===== src/rtl/seq_pkg.sv =====
// Shared types and constants for the serial pattern transmitter.
package seq_pkg;

  // FSM state encodings.
  typedef enum logic [1:0] {
    ST_IDLE = 2'b00,
    ST_SEND = 2'b01,
    ST_GAP  = 2'b10,
    ST_FIN  = 2'b11
  } seq_state_e;

  // Default detector pattern.
  localparam logic [3:0] SEQ_1011 = 4'b1011;

  // Reload value of the gap down-counter. With no gap the GAP state is
  // unreachable, so zero is returned rather than a negative count.
  function automatic logic [3:0] gap_last(input int gap);
    return (gap > 0) ? 4'(gap - 1) : 4'd0;
  endfunction

endpackage


===== src/rtl/seq_shift_reg.sv =====
// W-bit parallel-load shift register, MSB out, serial fill at the LSB.
// The transmitter feeds msb back into ser_in so the register rotates and
// the same pattern can be replayed for every repetition.
module seq_shift_reg #(
  parameter int W = 4
) (
  input  logic         clk,
  input  logic         rst_n,
  input  logic         load,
  input  logic         shift,
  input  logic [W-1:0] d_in,
  input  logic         ser_in,
  output logic         msb
);

  logic [W-1:0] sr_q, sr_d;

  // Load has priority over shift; otherwise hold.
  always_comb begin
    sr_d = sr_q;
    if (load)       sr_d = d_in;
    else if (shift) sr_d = {sr_q[W-2:0], ser_in};
  end

  // Register with async clear.
  always_ff @(posedge clk or negedge rst_n) begin
    if (!rst_n) sr_q <= '0;
    else        sr_q <= sr_d;
  end

  assign msb = sr_q[W-1];

endmodule


===== src/rtl/seq_pattern_tx.sv =====
// Serial pattern transmitter: sends a captured W-bit pattern MSB-first,
// rep_count times, with an optional idle gap between copies.
// All outputs come straight from flops; the values loaded on each edge are
// what the state being entered presents for the following cycle.
module seq_pattern_tx
  import seq_pkg::*;
#(
  parameter int W          = 4,
  parameter int GAP_CYCLES = 0,
  parameter int CW         = 8
) (
  input  logic          clk,
  input  logic          reset_n,
  input  logic          start,
  input  logic [W-1:0]  pattern_in,
  input  logic [CW-1:0] rep_count,
  output logic          dout,
  output logic          dout_valid,
  output logic          busy,
  output logic          done
);

  localparam int             BW       = $clog2(W);
  localparam logic [BW-1:0]  BIT_MSB  = BW'(W - 1);
  localparam logic [3:0]     GAP_LAST = gap_last(GAP_CYCLES);

  seq_state_e     state_q, state_d;
  logic [BW-1:0]  bit_cnt_q, bit_cnt_d;   // index of the bit currently on dout
  logic [CW-1:0]  rep_cnt_q, rep_cnt_d;   // copies remaining, including the current one
  logic [3:0]     gap_cnt_q, gap_cnt_d;   // gap cycles remaining after this one
  logic           dout_q, dout_d;
  logic           dout_valid_q, dout_valid_d;
  logic           busy_q, busy_d;
  logic           done_q, done_d;

  logic           sr_load, sr_shift, sr_msb, emit;

  // The register always holds the pattern rotated so its MSB is the next bit
  // to send; the first bit bypasses it straight from pattern_in.
  seq_shift_reg #(.W(W)) u_shift (
    .clk    (clk),
    .rst_n  (reset_n),
    .load   (sr_load),
    .shift  (sr_shift),
    .d_in   ({pattern_in[W-2:0], pattern_in[W-1]}),
    .ser_in (sr_msb),
    .msb    (sr_msb)
  );

  // Next-state, counter and registered-output logic.
  always_comb begin
    state_d      = state_q;
    bit_cnt_d    = bit_cnt_q;
    rep_cnt_d    = rep_cnt_q;
    gap_cnt_d    = gap_cnt_q;
    dout_d       = 1'b0;
    dout_valid_d = 1'b0;
    busy_d       = 1'b0;
    done_d       = 1'b0;
    sr_load      = 1'b0;
    sr_shift     = 1'b0;
    emit         = 1'b0;

    case (state_q)
      ST_IDLE: begin
        if (start) begin
          if (rep_count != '0) begin
            state_d      = ST_SEND;
            sr_load      = 1'b1;
            rep_cnt_d    = rep_count;
            bit_cnt_d    = BIT_MSB;
            dout_d       = pattern_in[W-1];
            dout_valid_d = 1'b1;
            busy_d       = 1'b1;
          end else begin
            state_d = ST_FIN;
            done_d  = 1'b1;
          end
        end
      end
      ST_SEND: begin
        if (bit_cnt_q != '0) begin
          bit_cnt_d = bit_cnt_q - BW'(1);
          emit      = 1'b1;
        end else if (rep_cnt_q == CW'(1)) begin
          rep_cnt_d = '0;
          state_d   = ST_FIN;
          done_d    = 1'b1;
        end else begin
          rep_cnt_d = rep_cnt_q - CW'(1);
          if (GAP_CYCLES > 0) begin
            state_d   = ST_GAP;
            gap_cnt_d = GAP_LAST;
            busy_d    = 1'b1;
          end else begin
            bit_cnt_d = BIT_MSB;
            emit      = 1'b1;
          end
        end
      end
      ST_GAP: begin
        if (gap_cnt_q != '0) begin
          gap_cnt_d = gap_cnt_q - 4'd1;
          busy_d    = 1'b1;
        end else begin
          state_d   = ST_SEND;
          bit_cnt_d = BIT_MSB;
          emit      = 1'b1;
        end
      end
      ST_FIN:  state_d = ST_IDLE;
      default: state_d = ST_IDLE;
    endcase

    if (emit) begin
      dout_d       = sr_msb;
      dout_valid_d = 1'b1;
      busy_d       = 1'b1;
      sr_shift     = 1'b1;
    end
  end

  // State, counters and outputs; async clear drops outputs immediately.
  always_ff @(posedge clk or negedge reset_n) begin
    if (!reset_n) begin
      state_q      <= ST_IDLE;
      bit_cnt_q    <= '0;
      rep_cnt_q    <= '0;
      gap_cnt_q    <= '0;
      dout_q       <= 1'b0;
      dout_valid_q <= 1'b0;
      busy_q       <= 1'b0;
      done_q       <= 1'b0;
    end else begin
      state_q      <= state_d;
      bit_cnt_q    <= bit_cnt_d;
      rep_cnt_q    <= rep_cnt_d;
      gap_cnt_q    <= gap_cnt_d;
      dout_q       <= dout_d;
      dout_valid_q <= dout_valid_d;
      busy_q       <= busy_d;
      done_q       <= done_d;
    end
  end

  assign dout       = dout_q;
  assign dout_valid = dout_valid_q;
  assign busy       = busy_q;
  assign done       = done_q;

endmodule

===== config.mk =====
export PLATFORM = sky130hd
export DESIGN_NAME = seq_pattern_tx
export DESIGN_NICKNAME = d
export VERILOG_FILES = /design/src/rtl/seq_pkg.sv /design/src/rtl/seq_shift_reg.sv /design/src/rtl/seq_pattern_tx.sv
export SDC_FILE = /design/constraint.sdc
export NUM_CORES = 1
export LEC_CHECK = 0
export CAP_MARGIN = 15
export CORE_ASPECT_RATIO = 1.5
export CORE_MARGIN = 1.5
export CORE_UTILIZATION = 54
export DETAILED_ROUTE_END_ITERATION = 8
export GPL_TIMING_DRIVEN = 0
export PLACE_DENSITY = 0.89
export SLEW_MARGIN = 20
export SYNTH_ARGS = -nofsm -noshare
export SYNTH_HDL_FRONTEND = slang
export SYNTH_SLANG_ARGS = --single-unit

===== constraint.sdc =====
create_clock -name clk -period 2.6 [get_ports clk]
set_clock_uncertainty 0.2 [all_clocks]
set_input_delay 0.39 -clock clk [delete_from_list [all_inputs] [get_ports clk]]
set_output_delay 0.39 -clock clk [all_outputs]
set_load 0.05 [all_outputs]

Word level (Yosys, flattened, before mapping)

Index checks and enable logic that the tools add are counted.

Register bits after elaboration: 24
Output and inout port bits: 4
Input port bits: 15

Add/subtract/negate cells: 3
Eq/ne operators: 10
Reduce and logical (&&, ||, !) cells: 11
Multiplexer cells: 40

Operators with widths:

| operator                                          | count |
|---|---|
| two-way mux 8 bit                                 | 4 |
| two-way mux 2 bit                                 | 10 |
| two-way mux 1 bit                                 | 18 |
| one-hot mux 8 bit (2 select lines)                | 1 |
| != test 2 bit (second input constant)             | 5 |
| == test 8 x 1 -> 1 bit (second input constant)    | 1 |
| two-way mux 4 bit                                 | 2 |
| one-hot mux 2 bit (4 select lines)                | 1 |
| AND reduction 4 bit                               | 2 |
| nonzero test 8 bit                                | 1 |
| subtractor 8 x 1 -> 8 bit (second input constant) | 1 |
| one-hot mux 1 bit (2 select lines)                | 3 |
| one-hot mux 2 bit (3 select lines)                | 1 |
| nonzero test 2 bit                                | 3 |
| AND reduction 5 bit                               | 1 |
| == test 2 bit (second input constant)             | 2 |
| nonzero test 4 bit                                | 1 |
| subtractor 4 x 1 -> 4 bit (second input constant) | 1 |
| != test 3 bit (second input constant)             | 1 |
| nonzero test 3 bit                                | 1 |
| == test 2 x 1 -> 1 bit (second input constant)    | 1 |
| logical NOT 2 bit                                 | 1 |
| AND reduction 2 bit                               | 1 |
| subtractor 2 x 1 -> 2 bit (second input constant) | 1 |

Depth between registers and ports, before layout

Depth in word-level cells: 7
Depth in mapped cells: 8
Depth with buffers taken out: 6

Hierarchy

From an unflattened synthesis, not the netlist that was laid out.

Cells, all modules: 150
Area total of the unflattened synthesis: 1446.4 sq um

By module, submodules not included:

| module         | cells each | seq. area each (sq um) | area an instance (sq um) | instances |
|---|---|---|---|---|
| seq_pattern_tx | 133        | 500.5                  | 1260.0                   | 1 |
| seq_shift_reg  | 17         | 100.1                  | 186.4                    | 1 |

Worst setup path after synthesis

No wires, ideal clock.

Kind: reg-to-reg
Start point: reg rep_cnt_q[1]
End point: reg bit_cnt_q[1]
Setup slack: 669 ps
Buffers on the path: 0
Clock period less this slack: 1931 ps
Arrival: 1604 ps
Setup time: 128 ps
Stages on the path, launching flop included: 7
Cell sequence: dfrtp_1 -> inv_1 -> ha_1 -> nor4b_4 -> nand4_1 -> nand4_1 -> mux2_1

Longest elaborated chain between the ends: 3

Ends and longest elaborated chain:

| what                                 | RTL line              | source |
|---|---|---|
| from (decl)                          | seq_pattern_tx.sv:29  | `logic [CW-1:0] rep_cnt_q, rep_cnt_d;` |
| from (signal assigned)               | seq_pattern_tx.sv:137 | `rep_cnt_q <= rep_cnt_d;` |
| == test 8 x 1 -> 1 bit               | seq_pattern_tx.sv:85  | `end else if (rep_cnt_q == CW'(1)) begin` |
| != test 3 bit (no source line)       | --                    |  |
| AND reduction 5 bit (no source line) | --                    |  |
| to (signal assigned)                 | seq_pattern_tx.sv:136 | `bit_cnt_q <= bit_cnt_d;` |
| to (decl)                            | seq_pattern_tx.sv:28  | `logic [BW-1:0] bit_cnt_q, bit_cnt_d;` |

No other way between the ends.
A chain may end at the register's enable or synchronous reset.

Worst setup path in the final report

Start point: reg rep_cnt_q[4]
End point: reg bit_cnt_q[1]

The elaborated chain is that of the path after synthesis.

==> out/results.tsv <==
stage	metric	value	unit
run_status	outcome	complete, no violations	
worst_hold_path	hold depth	1	
timing	relative slew slack	0.386	
timing	RSZ-0062 raised after global routing	no	
placed_design	Placer Congestion	0.872	
finish	Seq. cell area	601	µm²
worst_setup_path	Cell Chain, Critical Path	nor3_1 -> nand4_1 -> nand4_1 -> mux2_1	
cts	CTS Buf Count	3	
worst_setup_path	Top cell by count, worst path	nand4_1	
finish	# diodes	0	
worst_hold_path	Hold Path Sink	gap_cnt_q[3]	
yosys	compound-cell area share of the yosys netlist	0.235	
cts	TritonCTS Sinks	24	
worst_setup_path	Crit. End Element	flop	
detailed_routing	Routed Antenna Nets	0	
floorplan	Core ar.	0.00265	mm²
floorplan	num ports	19	
yosys	Syn Nets	174	
worst_setup_path	WS Path Type	reg -> reg	
yosys	Post-synth ARST share	1.00	
cts	Root Buffer Master	clkbuf_8	
worst_setup_path	flop-to-flop setup slack	0.24	ns
timing	final hold violation count	0	
yosys	mapped cell area	0.00150	mm²
worst_setup_path	Slowest-stage cell, CP	nor3_1	
placed_design	IO buf count	18	
yosys	xor/xnor share of the synthesized area	0.0116	
yosys	area leader, netlist	dfrtp_1	
worst_setup_path	worst flop-to-flop path startpoint	rep_cnt_q[4]	
global_route	initial antenna violation count	0	
yosys	Yosys warnings	0	
detailed_routing	DR WL/cell	15.8	µm
yosys	post-synthesis average cell area	10.0	µm²
finish	nets	198	
cts	H-tree Lvls	1	
floorplan	FP Rows	23	
floorplan	starting density of the core	0.568	
worst_setup_path	CP Data Required Time	2.55	ns
detailed_routing	DRC	0	
yosys	Synth Area in Adders	0.0749	
yosys	cell with the most instances after synthesis	dfrtp_1	
worst_setup_path	R2R Path End	bit_cnt_q[1]	
yosys	top cells by count, synth	dfrtp_1, nand2_1, inv_1, ha_1, nor2_1	
worst_setup_path	crit path DAT	2.32	ns
cts	clock buffer depth	2	
detailed_routing	Avg Vias per Cell	6.19	
timing	period utilisation layout	0.910	
cts	PostCTS Resize Cnt	0	
yosys	main area contributors after synthesis	dfrtp_1, ha_1, mux2i_1, a31oi_1, o2bb2ai_1	
timing	Worst Tran Pin Value	0.914	ns
yosys	Post-Synth Simple-Gate Area	0.178	
power	Max VDD drop	0.516	mV
timing	setup_tns	0	ns
global_route	first-pass GRT wire length	5.62	mm
cts	CTS tree	done	
placed_design	DP HPWL	2.49	mm
yosys	top_reg_cell synth	dfrtp_1	
cts	clk_lat worst skew	0.27	ns
global_route	number of global-route vias before repair	1318	
finish	multi-input combinational cell area	822	µm²
detailed_routing	Pre-Repair DR Iteration Count	4	
finish	final instance area	0.00179	mm²
worst_setup_path	worst-path maximum fanout	7	
placed_design	area post-placement	0.00173	mm²
yosys	fraction of the yosys area taken by sequential cells	0.399	
power	Cell Pwr Density	1160	mW/mm²
floorplan	die height	67.6	µm
worst_hold_path	hold_sp	gap_cnt_q[3]	
run	max-cap violations	0	
timing	Period minus WS final	2.36	ns
floorplan	die area	0.00312	mm²
cts	Post-CTS Hold Buffers	0	
cts	Worst-path clk slew	0.08	ns
global_route	total grt overflow	0	
detailed_routing	drt initial violations	47	
finish	Area Growth Syn to Fin	19.1	%
timing	final setup fails	0	
yosys	Synth cell types	45	
yosys	Post-synth EDFFs	0	
yosys	area share of the largest cell type after synthesis	0.399	
finish	layout cells sized above 1	0.116	
worst_setup_path	R2R depth	4	
timing	final max-slew violation count	0	
detailed_routing	Vias	1299	
cts	postcts setup bufs	0	
worst_setup_path	Startpoint Class	flop	
worst_hold_path	HP Class	reg -> reg	
worst_setup_path	CP bufs+invs	0	
floorplan	die span in x	46.1	µm
timing	Max Freq	423	MHz
global_route	pin count of the biggest net entering global routing	25	
global_route	All-Layer GR Usage	0.243	
yosys	post-synthesis instance total	150	
worst_setup_path	family with the most delay on the worst path	simple AND/OR/NAND/NOR gates	
yosys	mux contribution to synthesized area	0.0474	
worst_setup_path	Worst path max stage delay	0.78	ns
finish	Fill cells	210	
yosys	Synth Register Bits	24	
yosys	largest family of logic cells by synthesized area	compound AO/OA/AOI/OAI gates	
detailed_routing	total routed wirelength	3.31	mm
power	Leak	0.762	nW
==> registers in the layout, indices dropped and copies added, names as in the netlist <==
register	count
bit_cnt_q	2
busy	1
done	1
dout	1
dout_valid	1
gap_cnt_q	4
rep_cnt_q	8
state_q	2
u_shift.sr_q	4
==> power breakdown <==
part | internal [mW] | switching, mW
clock | 0.135 | 0.116
combinational | 0.495 | 0.687
sequential | 0.520 | 0.128
total | 1.15 | 0.932
==> worst max-delay path by stage <==
stage | start | to | depth (start not counted)
after floorplan | rep_cnt_q[1] | bit_cnt_q[1] | 6
after global placement | rep_count[0] | rep_cnt_q[1] | 5
after detailed placement | rep_count[0] | bit_cnt_q[1] | 5
after CTS | rep_cnt_q[4] | bit_cnt_q[1] | 4
after global routing | rep_cnt_q[4] | bit_cnt_q[1] | 4
final | rep_cnt_q[4] | bit_cnt_q[1] | 4
==> routing by layer <==
metal  part of all wire  routed length [µm]  up-vias  global-route usage
li1                   -                   -      605                   -
met1               0.40                1330      646               0.274
met2               0.54                1780       37               0.415
met3              0.031                 104       11              0.0267
met4              0.031                 102        0               0.157
met5                  0                   0        -                   0
==> final cells by class <==
| cell class | instances | area share |
|---|---|---|
| flip-flops and latches | 24 | 0.335 |
| well taps | 37 | 0.0259 |
| inverters | 11 | 0.0231 |
| clock buffers | 4 | 0.0307 |
| repair buffers | 19 | 0.103 |
| multi-input cells | 111 | 0.459 |
| plain buffers | 4 | 0.0224 |
==> cells in the final DEF, fill, tap and decap left out, types with 3 or more instances in the layout <==
master,count
inv_1,10
ha_1,9
nand2b_1,3
mux2i_1,6
a31oi_1,7
o21ai_1,7
a22oi_1,3
clkdlybuf4s50_1,17
a21oi_1,7
nor3_1,5
dfrtp_1,24
nand2_1,11
nand4_1,3
clkbuf_8,5
o221ai_1,4
o2bb2ai_1,5
nand3_1,3
nor2_1,9
==> kinds of logic after synthesis <==
group | count (synthesis)
multiplexers | 7
adder cells (fa/ha/maj) | 9
AND/OR/NAND/NOR | 46
flip-flops | 24
AO/OA/AOI/OAI | 47
buffers and inverters | 15
XOR/XNOR | 2
==> metrics by stage <==
step / power [mW] / util / cells / hold WS, ns / setup WS, ns
5_1_grt: 2.25 / 0.676 / 210 / 0.317 / 0.176
6_report: 2.08 / 0.676 / 210 / 0.296 / 0.235
3_3_place_gp: 1.76 / 0.654 / 205 / 0.274 / 0.241
4_1_cts: 2.08 / 0.674 / 209 / 0.300 / 0.320
2_1_floorplan: 1.54 / - / 150 / -0.106 / 0.669
3_5_place_dp: 1.82 / 0.654 / 205 / 0.284 / 0.182
Note: power is estimated with default switching activity, not from simulation.
==> edit: new RTL, same flow settings <==
`CW`: 8 -> 12.
--- a/src/rtl/seq_pattern_tx.sv
+++ b/src/rtl/seq_pattern_tx.sv
@@ -7,7 +7,7 @@
 #(
   parameter int W          = 4,
   parameter int GAP_CYCLES = 0,
-  parameter int CW         = 8
+  parameter int CW         = 12
 ) (
   input  logic          clk,
   input  logic          reset_n,
Ports: changed (resized rep_count); port bits go from 19 to 23. No check against the original RTL was run, so the function may have changed too.
==> edit against the original RTL <==
  * Power rose by 24%
  * Final area increased by 18%
  * Global-route usage up 0.46 points
  * Sequential cell count increased by 4
  * Non-clock buffer count rose by 8
  * Worst setup slack worse by 0.19 ns
  * Routed wire length grew 24%
  * Sequential power grew 31%
  * Synthesized area up 15%
  * Synthesized cell count increased by 27%
  * Critical endpoint is now rep_cnt_q[9]$_DFFE_PN0P_
  * Largest power group unchanged
  * Highest routed layer unchanged
==> edit: results (changes against the original RTL) <==
reg2reg start=state_q[0]$_DFFE_PN0P_; Worst VDD drop=683 uV (+32%); clock buffer depth=2 (unchanged); share of layout cells above drive strength 1=10.5% (-1.1 points); Reg2Reg Setup Slack=0.18 ns (-0.06 ns); hold path cells=1 (unchanged); Worst-Margin Slew=0.610 ns (-0.304 ns); GPL Wtd Cong=0.998 (+14%); largest net degree at the start of global routing=29 (+16%); Hold WC Path Type=reg -> reg; Net Count, Synth=219 (+26%); ant diodes=0 (unchanged); overall routing resource usage=24.8% (+0.46 points); sequential area share after synthesis=40.5% (+0.56 points); Worst Hold Launch=gap_cnt_q[0]$_DFFE_PN0P_; routed via count=1561 (+20%); DP Wirelength=2920 um (+17%); Synth warnings=0 (unchanged); worst path arrival time=2.53 ns (+0.21 ns); slowest CP cell=nor4_1; Final nets=250 (+26%); TritonCTS Buffers=3 (unchanged); Hold Worst Slack=0.298 ns (+0.00232 ns); reg-to-reg critical path endpoint=rep_cnt_q[7]$_DFFE_PN0P_; Worst Path Max Fanout=10 (+3); hold path endpoint=gap_cnt_q[0]$_DFFE_PN0P_; H-tree Lvls=1 (unchanged); initial antenna violation count=0 (unchanged); # fillers=230 (+9.5%); largest registers=rep_cnt_q (12), gap_cnt_q (4), u_shift.sr_q (4); initial drt markers=93 (+98%); Port Buf Inserts=22 (+4); ys async rst share=100% (unchanged); Pleak=0.908 nW (+19%); Reg clk slew, reported paths=approximately 0.09 ns; Worst Reg-to-Reg Cells=8 (+4); final wirelength=4100 um (+24%); Post-synth top cells=28 x dfrtp_1, 15 x inv_1, 15 x nand2_1, 15 x o21ai_0, 14 x nor2_1; first-pass GRT wire length=6900 um (+23%); outcome=finished clean; Crit path max-delay family=simple AND/OR/NAND/NOR gates; Max stage delay on crit path=0.47 ns (-0.31 ns); Synth area leaders=dfrtp_1 40%, ha_1 7.2%, o21ai_0 4.3%
-- edit: changes by cell type in the layout (fill, tap and decap cells not counted), sizes merged, moves of 5 or more --
cell,change
a31oi,-5
o21ai,+5
nor3,+5
a22o,+5
nor2,+6
-- edit: what timing repair did --
item	CTS	global route
setup buffers	3	0
hold endpoints to repair	28	0
setup endpoints to repair	10	3
resized for setup	1	4
hold buffers	1	0
pin swaps	1	0
-- edit: layer usage --
metal	global-route usage, %	wire (um)	up-vias
met5	0	0	-
met4	14.3	119	0
met3	2.88	232	11
met2	47.3	2230	67
met1	25.6	1520	737
li1	-	-	746
-- edit: power breakdown --
| group | switching, mW | internal [mW] |
|---|---|---|
| clock | 0.136 | 0.136 |
| combinational | 0.862 | 0.608 |
| sequential | 0.200 | 0.648 |
-- edit: cell families after synthesis --
logic type | share of synthesized area [%]
fa+ha+maj | 7.23
simple gates | 23.3
buf+inv | 4.77
mux | 3.47
compound gates | 19.2
xor+xnor | 1.52
flops | 40.5
-- edit: worst max-delay path by stage --
| stage | endpoint | start | slack, ns |
|---|---|---|---|
| 2_1_floorplan | rep_cnt_q[6]$_DFFE_PN0P_ | rep_cnt_q[1]$_DFFE_PN0P_ | 0.20 |
| 3_3_place_gp | rep_cnt_q[9]$_DFFE_PN0P_ | rep_count[3] | -0.17 |
| 3_5_place_dp | rep_cnt_q[9]$_DFFE_PN0P_ | rep_count[3] | -0.21 |
| 4_1_cts | rep_cnt_q[9]$_DFFE_PN0P_ | rep_count[3] | 0.08 |
| 5_1_grt | rep_cnt_q[9]$_DFFE_PN0P_ | rep_count[8] | 0.0004 |
| 6_report | rep_cnt_q[9]$_DFFE_PN0P_ | rep_count[8] | 0.05 |
-- edit: layout make-up --
type | instances | area, um2 | share of cell area (%)
flip-flops and latches | 28 | 701 | 33.1
inverters | 16 | 60.1 | 2.84
clock buffers | 4 | 55.1 | 2.60
repair buffers | 26 | 248 | 11.7
well taps | 40 | 50.0 | 2.37
multi-input cells | 141 | 980 | 46.3
plain buffers | 5 | 22.5 | 1.06
-- edit: per-stage QoR --
stage	worst slack, ns	std cells	area, um2	total power [mW]	utilization (%)
after floorplan	0.198	190	1730	1.89	-
after global placement	-0.174	252	2000	2.21	64.6
after CTS	0.0765	260	2090	2.55	67.5
after global routing	0.000438	260	2120	2.79	68.3
after detailed placement	-0.210	252	2000	2.26	64.4
final	0.0463	260	2120	2.59	68.3
